===== src/rtl/xvec2_param_vecfile_pkg.sv =====
// Shared defaults, clear-FSM state encoding and width helpers for the xvec2
// parametrised vector register file.
package xvec2_param_vecfile_pkg;

  localparam int unsigned DEF_XPR_LEN  = 32;
  localparam int unsigned DEF_NREGS    = 32;
  localparam int unsigned DEF_VEC_SIZE = 4;

  typedef enum logic [0:0] {
    ST_IDLE  = 1'b0,
    ST_CLEAR = 1'b1
  } state_e;

  // Width of a scalar register address for a file of n words.
  function automatic int unsigned reg_addr_width(input int unsigned n);
    return (n > 1) ? $clog2(n) : 1;
  endfunction

  // Group index width; kept at least one bit so a single-group file still
  // has a legal counter and index.
  function automatic int unsigned group_width(input int unsigned ngroups);
    return (ngroups > 1) ? $clog2(ngroups) : 1;
  endfunction

endpackage


===== src/rtl/xvec2_param_vecfile_clear_fsm.sv =====
// Self-timed clear sequencer: walks groups 1..NGROUPS-1 zeroing one group per
// cycle after reset or a clr request, and flags busy to the decode stall logic.
module xvec2_param_vecfile_clear_fsm
  import xvec2_param_vecfile_pkg::*;
#(
  parameter int unsigned NGROUPS = 8,
  parameter int unsigned CW      = group_width(NGROUPS)
) (
  input  logic          clk,
  input  logic          i_reset,
  input  logic          i_clr,
  output logic          o_busy,
  output logic          o_clr_we,
  output logic [CW-1:0] o_clr_grp
);

  localparam logic [CW-1:0] FIRST_GRP = CW'(1);
  localparam logic [CW-1:0] LAST_GRP  = CW'(NGROUPS - 1);

  state_e        r_state;
  state_e        w_state_d;
  logic [CW-1:0] r_cnt;
  logic [CW-1:0] w_cnt_d;

  // NOTE: sequential state uses non-blocking assignments so every flop
  // samples its inputs from before the edge, independent of block ordering.
  always_ff @(posedge clk or posedge i_reset) begin
    if (i_reset) begin
      r_state <= ST_CLEAR;
      r_cnt   <= FIRST_GRP;
    end else begin
      r_state <= w_state_d;
      r_cnt   <= w_cnt_d;
    end
  end

  // NOTE: every comb output gets a default first so no path leaves it
  // unassigned and infers a latch.
  always_comb begin
    w_state_d = r_state;
    w_cnt_d   = r_cnt;
    unique case (r_state)
      ST_CLEAR: begin
        // A clr seen here is ignored; the running sequence is not restarted.
        if (r_cnt >= LAST_GRP) w_state_d = ST_IDLE;
        else                   w_cnt_d   = r_cnt + 1'b1;
      end
      ST_IDLE: begin
        if (i_clr) begin
          w_state_d = ST_CLEAR;
          w_cnt_d   = FIRST_GRP;
        end
      end
      default: begin
        w_state_d = ST_CLEAR;
        w_cnt_d   = FIRST_GRP;
      end
    endcase
  end

  // A single-group file has nothing to zero, so CLEAR is one idle-busy cycle.
  always_comb begin
    o_busy   = 1'b0;
    o_clr_we = 1'b0;
    if (r_state == ST_CLEAR) begin
      o_busy   = 1'b1;
      o_clr_we = (NGROUPS > 1);
    end
  end

  assign o_clr_grp = r_cnt;

endmodule


===== src/rtl/xvec2_param_vecfile.sv =====
// Parametrised xvec2 vector register file: two combinational vector read
// ports, one lane-masked write port, optional write bypass and self-clear.
module xvec2_param_vecfile
  import xvec2_param_vecfile_pkg::*;
#(
  parameter  int unsigned XPR_LEN  = DEF_XPR_LEN,
  parameter  int unsigned NREGS    = DEF_NREGS,
  parameter  int unsigned VEC_SIZE = DEF_VEC_SIZE,
  parameter  int unsigned BYPASS   = 1,
  localparam int unsigned AW       = reg_addr_width(NREGS),
  localparam int unsigned DW       = VEC_SIZE * XPR_LEN
) (
  input  logic                clk,
  input  logic                reset,
  input  logic                clr,
  output logic                busy,
  input  logic [AW-1:0]       ra1,
  input  logic [AW-1:0]       ra2,
  output logic [DW-1:0]       rd1,
  output logic [DW-1:0]       rd2,
  input  logic                wen,
  input  logic [AW-1:0]       wa,
  input  logic [VEC_SIZE-1:0] wmask,
  input  logic [DW-1:0]       wd
);

  localparam int unsigned LW      = $clog2(VEC_SIZE);
  localparam int unsigned NGROUPS = NREGS / VEC_SIZE;
  localparam int unsigned CW      = group_width(NGROUPS);

  logic          w_busy;
  logic          w_clr_we;
  logic [CW-1:0] w_clr_grp;
  logic [CW-1:0] w_ra1_grp;
  logic [CW-1:0] w_ra2_grp;
  logic [CW-1:0] w_wa_grp;
  logic          w_ra1_zero;
  logic          w_ra2_zero;
  logic          w_wr_acc;
  logic          w_unused_lane_bits;

  xvec2_param_vecfile_clear_fsm #(
    .NGROUPS (NGROUPS),
    .CW      (CW)
  ) u_clear_fsm (
    .clk       (clk),
    .i_reset   (reset),
    .i_clr     (clr),
    .o_busy    (w_busy),
    .o_clr_we  (w_clr_we),
    .o_clr_grp (w_clr_grp)
  );

  assign busy = w_busy;

  // Lane-select bits of every address are ignored; only the group matters.
  assign w_ra1_grp  = CW'(ra1 >> LW);
  assign w_ra2_grp  = CW'(ra2 >> LW);
  assign w_wa_grp   = CW'(wa >> LW);
  assign w_ra1_zero = (w_ra1_grp == '0);
  assign w_ra2_zero = (w_ra2_grp == '0);

  assign w_unused_lane_bits = ^{ra1[LW-1:0], ra2[LW-1:0], wa[LW-1:0]};

  // Group 0 is hardwired zero and a same-cycle clr wins over the write.
  assign w_wr_acc = !w_busy && wen && !clr && (w_wa_grp != '0);

  for (genvar i = 0; i < VEC_SIZE; i++) begin : g_lane
    logic [XPR_LEN-1:0] r_lane [NGROUPS];
    logic [XPR_LEN-1:0] w_wd_lane;
    logic [XPR_LEN-1:0] w_rd1_lane;
    logic [XPR_LEN-1:0] w_rd2_lane;
    logic               w_lane_we;
    logic               w_byp1;
    logic               w_byp2;

    assign w_wd_lane = wd[i*XPR_LEN +: XPR_LEN];
    assign w_lane_we = w_wr_acc && wmask[i];
    assign w_byp1    = (BYPASS != 0) && w_lane_we && (w_wa_grp == w_ra1_grp);
    assign w_byp2    = (BYPASS != 0) && w_lane_we && (w_wa_grp == w_ra2_grp);

    // NOTE: the storage array has no reset; the clear sequencer is its only
    // initialisation, which keeps it mappable onto plain RAM/flop arrays.
    always_ff @(posedge clk) begin
      if (w_clr_we)       r_lane[w_clr_grp] <= '0;
      else if (w_lane_we) r_lane[w_wa_grp]  <= w_wd_lane;
    end

    always_comb begin
      w_rd1_lane = w_byp1 ? w_wd_lane : r_lane[w_ra1_grp];
      if (w_busy || w_ra1_zero) w_rd1_lane = '0;
    end

    always_comb begin
      w_rd2_lane = w_byp2 ? w_wd_lane : r_lane[w_ra2_grp];
      if (w_busy || w_ra2_zero) w_rd2_lane = '0;
    end

    assign rd1[i*XPR_LEN +: XPR_LEN] = w_rd1_lane;
    assign rd2[i*XPR_LEN +: XPR_LEN] = w_rd2_lane;
  end

endmodule


===== config.mk =====
export PLATFORM = sky130hd
export DESIGN_NAME = xvec2_param_vecfile
export DESIGN_NICKNAME = d
export VERILOG_FILES = /design/src/rtl/xvec2_param_vecfile_pkg.sv /design/src/rtl/xvec2_param_vecfile_clear_fsm.sv /design/src/rtl/xvec2_param_vecfile.sv
export SDC_FILE = /design/constraint.sdc
export NUM_CORES = 1
export LEC_CHECK = 0
export CORE_UTILIZATION = 50
export CTS_CLUSTER_DIAMETER = 80
export DETAILED_ROUTE_END_ITERATION = 16
export GPL_TIMING_DRIVEN = 0
export PLACE_DENSITY = 0.7
export REMOVE_ABC_BUFFERS = 1
export SLEW_MARGIN = 10
export SYNTH_ARGS = -nofsm -noshare
export SYNTH_HDL_FRONTEND = slang
export SYNTH_HIERARCHICAL = 1
export SYNTH_SLANG_ARGS = --single-unit

===== constraint.sdc =====
create_clock -name clk -period 6.5 [get_ports clk]
set_clock_uncertainty 0.05 [all_clocks]
set_input_delay 1.95 -clock clk [delete_from_list [all_inputs] [get_ports clk]]
set_output_delay 1.95 -clock clk [all_outputs]
set_load 0.005 [all_outputs]

==> results of run 1 <==
final cells by class:
class                           instances  share of cell area, %
Clock buffer                          127                   4.32
Clock inverter                         64                  0.987
Multi-Input combinational cell       1553                   31.1
Timing Repair Buffer                  596                   12.4
Sequential cell                      1028                   48.5
Inverter                                3                 0.0177
Antenna cell                            4                 0.0157
Tap cell                             1368                   2.69
through the flow:
step | worst slack [ns] | instances | setup TNS [ns]
final | 0.0469 | 4743 | 0
after global routing | 0.00308 | 4741 | 0
after CTS | -0.00452 | 4732 | -0.0140
after detailed placement | -1.98 | 4462 | -378.20
after global placement | -23.43 | 4343 | -8118.05
after floorplan | -1.86 | 2574 | -481.41
state kept, by name, indices dropped and copies added, names as in the netlist:
register               cells
u_clear_fsm/o_clr_grp      3
u_clear_fsm/r_state        1
g_lane.r_lane           1024
timing repair:
item	CTS	global route
setup buffers	44	4
endpoints found under the setup margin	256	153
pin swaps	19	2
resized for setup	89	27
hold buffers	0	0
gates cloned	35	3
cell usage after synthesis, types with 16 or more instances:
| cell | number | area share, % |
|---|---|---|
| a21oi_1 | 264 | 2.5 |
| nand2_1 | 16 | 0.12 |
| mux4_2 | 512 | 22 |
| o31ai_1 | 257 | 3.7 |
| buf_4 | 26 | 0.38 |
| buf_6 | 95 | 2.1 |
| mux2i_1 | 256 | 4.9 |
| and2_1 | 98 | 1.2 |
| clkbuf_1 | 19 | 0.14 |
| edfxtp_1 | 1024 | 59 |
| and3_1 | 34 | 0.41 |
| buf_2 | 149 | 1.4 |
logic make-up after synthesis:
group	count (synthesis)	synth area share [%]
compound gates	550	6.70
xor+xnor	6	0.101
fa+ha+maj	2	0.0482
buf+inv	294	4.05
flops	1028	59.4
mux	768	27.1
simple gates	217	2.55
where the power goes:
| group | leakage [nW] | internal, mW | switching (mW) | total, mW |
|---|---|---|---|---|
| Clock | 1.66 | 3.44 | 2.53 | 5.97 |
| Combinational | 9.86 | 2.85 | 3.23 | 6.08 |
| Sequential | 10.1 | 8.51 | 0.472 | 8.98 |
| Total | 21.6 | 14.8 | 6.23 | 21.0 |
routing by layer:
layer | GRT usage (%) | vias up
met3 | 5.81 | 387
met4 | 12.3 | 14
li1 | - | 13100
met5 | 0 | -
met2 | 50.2 | 2025
met1 | 40.4 | 17000
critical path: stages:
cell and delay, ns:
buf_12 0.29, buf_16 0.24, xnor2_4 0.10, nand3_4 0.10, buf_4 0.15, buf_4 0.29
buf_16 0.28, o31ai_1 0.11, a21oi_1 0.29, clkdlybuf4s50_1 0.57
worst paths after layout:
check	startpoint	slack, ns	cells after the start	endpoint
worst max-delay path	ra1[2]	0.05	10	rd1[77]
worst min-delay path	u_clear_fsm/o_clr_grp[0]	0.60	1	u_clear_fsm/o_clr_grp[0]
worst max register to register	u_clear_fsm/r_state	2.65	8	g_lane[1].r_lane[3][3]
worst min register to register	u_clear_fsm/o_clr_grp[0]	0.60	1	u_clear_fsm/o_clr_grp[0]
max in group asynchronous	reset	4.76	2	u_clear_fsm/o_clr_grp[0]
min in group asynchronous	reset	1.41	2	u_clear_fsm/o_clr_grp[2]
==> impl_metrics.toml, run 1 <==
[grt]
first_global_vias = 33600
overflow = 0
antenna_found_initial = 11
grt_max_degree = 95
grt_pass1_wl_um = 230000
grtUsageTotal_pct = 30.6

[job]
cap_violations = 0

[routing]
routed_wirelength_um = 160000
drtIter0Drc = 3691
wire_per_inst_um = 33.8
route.met3.wl_um = 15100
wl_met1_um = 59300
highest_layer = "met5"
drc = 0
met2RoutedLength_um = 79600
firstDrtPassIters = 6
vias = 32600
ant_nets = 0
via_per_inst = 6.87

[die]
core_sq_um = 102000
die_w_um = 324
dieArea_sq_um = 105000
die_y_um = 324
initial_core_util_pct = 50.8
rows = 117
io_pins = 408

[setup_path]
worstPathMaxFanout = 39
crit_arrival_ns = 4.45
critPathLaunchType = "primary input"
path_class = "primary input to output port"
required_ns = 4.50
endpoint_kind = "output port"

[clock_network]
clock_latency_ns = 0.68
cts.sinks = 1028
cts_buffer_depth = 3
cts_made_buffers = 105
cts_tree = "done"
clk_pin_slew_ns = 0.06
cts-htree-levels = 3
cts_root_buffer = "clkbuf_16"

[yosys]
synth.distinct_cells = 55
netlist_instances = 2865
seq_area_frac_synth_pct = 59.4
yosysWarningCount = 6
syn_area_per_cell_sq_um = 18.1
ys_async_sr_fraction_pct = 0.389
synth_edf_count = 1024
synth_ff_type = "edfxtp_1"
synth_area_sq_um = 51900
ys_ff_latch = 1028

[finish]
layout_commonest_cell = "edfxtp_1"
fin_util_pct = 62.2
drive_gt1_share_pct = 29.4
multi_input_area_sq_um = 19800
final_cell_mix = "edfxtp_1 (1024), mux4_2 (512), clkdlybuf4s50_1 (385)"
num-nets-final = 3440
fill_cells = 7050
regArea_sq_um = 30900
syn_to_final_growth_pct = 22.6
final_cell_area_sq_um = 63700

[timing]
hold_slack_ns = 0.604
finalSetupViolCount = 0
tightest_slew_ns = 1.17
period_minus_slack_ns = 6.45
max_freq_mhz = 155
maxSlewViolCount = 0
rsz0062_at_grt = "false"
slew_headroom_pct = 21.6
hold_viol_final = 0
fin_crit_sh_pct = 99.3

[place]
io_buffers = 401
place_area_sq_um = 58400
hpwl_um = 91900
place.gp.congestion = 0.790

[hold_path]
hold_path_class = "flip-flop to flip-flop"

[power_and_ir_drop]
leakage_nw = 21.6
total_power_mw = 21.0
power_density_nw_per_um2 = 330
ir_drop_uv = 221

[run_status]
outcome = "finished clean"
(Power assumes the default switching activity.)
==> run 2: changes to the inputs <==
--- a/config.mk
+++ b/config.mk
@@ -7,6 +7,7 @@
 export LEC_CHECK = 0
 export CORE_UTILIZATION = 50
 export CTS_CLUSTER_DIAMETER = 80
+export CTS_CLUSTER_SIZE = 16
 export DETAILED_ROUTE_END_ITERATION = 16
 export GPL_TIMING_DRIVEN = 0
 export PLACE_DENSITY = 0.7
==> run 2 against run 1 <==
Effect of this change:
- via count fell by 0.95%
- largest cell class unchanged
- die area unchanged
- clock power decreased by 29%
- sequential share of layout area is 1.1 points higher
- combinational power hardly changed
- sequential power hardly changed
- critical path depth unchanged
- non-clock buffer count shrank 1
- design area down 2.2%
- worst hold slack better by 0.00087 ns
- wire length is 0.48% lower
- critical path type unchanged
==> impl_metrics.toml, run 2 (synthesized netlist as in run 1, its figures left out) <==
[timing]
finalSetupViolCount = 0
hold_viol_final = 0
slew_headroom_pct = 22.3
tightest_slew_ns = 1.16
fin_crit_sh_pct = 99.3
max_freq_mhz = 155
maxSlewViolCount = 0
period_minus_slack_ns = 6.45
rsz0062_at_grt = "false"

[finish]
stdcell_count = 4641
drive_gt1_share_pct = 28.3
regMostFlops = "g_lane.r_lane"
final_cell_mix = "edfxtp_1 (1024), mux4_2 (512), clkdlybuf4s50_1 (386)"
fill_cells = 7190
multi_input_area_sq_um = 19800
syn_to_final_growth_pct = 19.9
final_cell_area_sq_um = 62200
largest_register_ffs = 1024
num-nets-final = 3408
layout_commonest_cell = "edfxtp_1"
regArea_sq_um = 30900

[clock_network]
cts_root_buffer = "clkbuf_16"
clk_pin_slew_ns = 0.07
cts_made_buffers = 74
cts.sinks = 1028
cts_tree = "done"
ctsHoldBuffers = 0
cts-htree-levels = 3
cts_buffer_depth = 3
clock_latency_ns = 0.63

[routing]
via_per_inst = 6.95
vias = 32300
routed_wirelength_um = 159000
drc = 0
firstDrtPassIters = 5
drtIter0Drc = 3930
ant_nets = 0
wire_per_inst_um = 34.4

[die]
dieArea_sq_um = 105000
die_y_um = 324
die_w_um = 324
core_sq_um = 102000
rows = 117
initial_core_util_pct = 50.8
io_pins = 408

[grt]
grt_max_degree = 95
first_global_vias = 33100
overflow = 0
grt_pass1_wl_um = 229000
antenna_found_initial = 12
grtUsageTotal_pct = 30.4

[power_and_ir_drop]
leakage_nw = 20.9
power_density_nw_per_um2 = 310
ir_drop_uv = 239

[place]
io_buffers = 401
dp_cells = 4462
place_area_sq_um = 58400
hpwl_um = 91900
place.gp.congestion = 0.790

[run_status]
outcome = "finished clean"

[hold_path]
hold_path_class = "flip-flop to flip-flop"

[setup_path]
endpoint_kind = "output port"
crit_arrival_ns = 4.45
required_ns = 4.50
worstPathMaxFanout = 39
critPathLaunchType = "primary input"
path_class = "primary input to output port"

[job]
cap_violations = 0
-- run 2: cell count changes in the layout (fill, tap and decap cells not counted), moves of 3 or more --
| cell | before | now |
|---|---|---|
| o31ai_1 | 255 | 252 |
| clkinv_2 | 21 | 0 |
| bufinv_16 | 11 | 0 |
| clkbuf_16 | 109 | 77 |
| clkinvlp_4 | 3 | 0 |
| o31ai_2 | 1 | 4 |
| clkinv_1 | 22 | 1 |
| clkbuf_1 | 20 | 8 |
-- run 2: worst paths after layout --
path	startpoint	to	slack, ns	cells past startpoint
min reg2reg	u_clear_fsm/o_clr_grp[0]	u_clear_fsm/o_clr_grp[0]	0.60	1
max reg2reg	u_clear_fsm/r_state	g_lane[1].r_lane[3][29]	2.63	8
min in group asynchronous	reset	u_clear_fsm/o_clr_grp[2]	1.46	2
min	u_clear_fsm/o_clr_grp[0]	u_clear_fsm/o_clr_grp[0]	0.60	1
max in group asynchronous	reset	u_clear_fsm/o_clr_grp[0]	4.71	2
max	ra1[2]	rd1[87]	0.05	10
-- run 2: critical path, cell delays in order --
cell,delay [ns]
buf_12,0.28
buf_16,0.24
xnor2_4,0.10
nand3_4,0.10
buf_4,0.15
buf_4,0.30
buf_16,0.25
o31ai_1,0.15
a21oi_2,0.23
clkdlybuf4s50_1,0.55
-- run 2: area by class of cell --
cell class              instances  share of cell area (%)
flip-flops and latches       1028                    49.6
diodes                          6                  0.0241
clock buffers                  83                    3.06
well taps                    1368                    2.75
multi-input cells            1553                    31.8
repair buffers                595                    12.7
inverters                       3                  0.0181
clock inverters                 5                  0.0663
-- run 2: layer usage --
metal | share of wire [%] | up-vias | global-route usage (%)
li1 | - | 13000 | -
met5 | 0.061 | - | 0
met1 | 37 | 17000 | 40.1
met4 | 3.4 | 16 | 11.3
met2 | 50 | 1966 | 50.4
met3 | 9.9 | 341 | 6.01
-- run 2: repair_timing --
item	4_1_cts	5_1_grt
setup endpoints to repair	256	144
pin swaps	20	2
setup buffers	44	3
cloned	36	2
resized for setup	90	28
-- run 2: power by group --
part / switching (mW) / internal [mW]
logic: 3.24 / 2.85
registers: 0.472 / 8.50
clock network: 2.15 / 2.07
total: 5.86 / 13.4
-- run 2: through the flow --
stage / worst slack [ns] / TNS [ns] / util (%) / hold WS [ns] / power, mW
2_1_floorplan: -1.86 / -481.41 / - / 0.535 / 11.7
3_3_place_gp: -23.43 / -8118.05 / 54.3 / 0.557 / 15.2
3_5_place_dp: -1.98 / -378.20 / 57.1 / 0.582 / 14.9
4_1_cts: 0.000463 / 0 / 60.6 / 0.600 / 19.3
5_1_grt: 0.0186 / 0 / 60.8 / 0.621 / 19.9
6_report: 0.0482 / 0 / 60.8 / 0.604 / 19.3
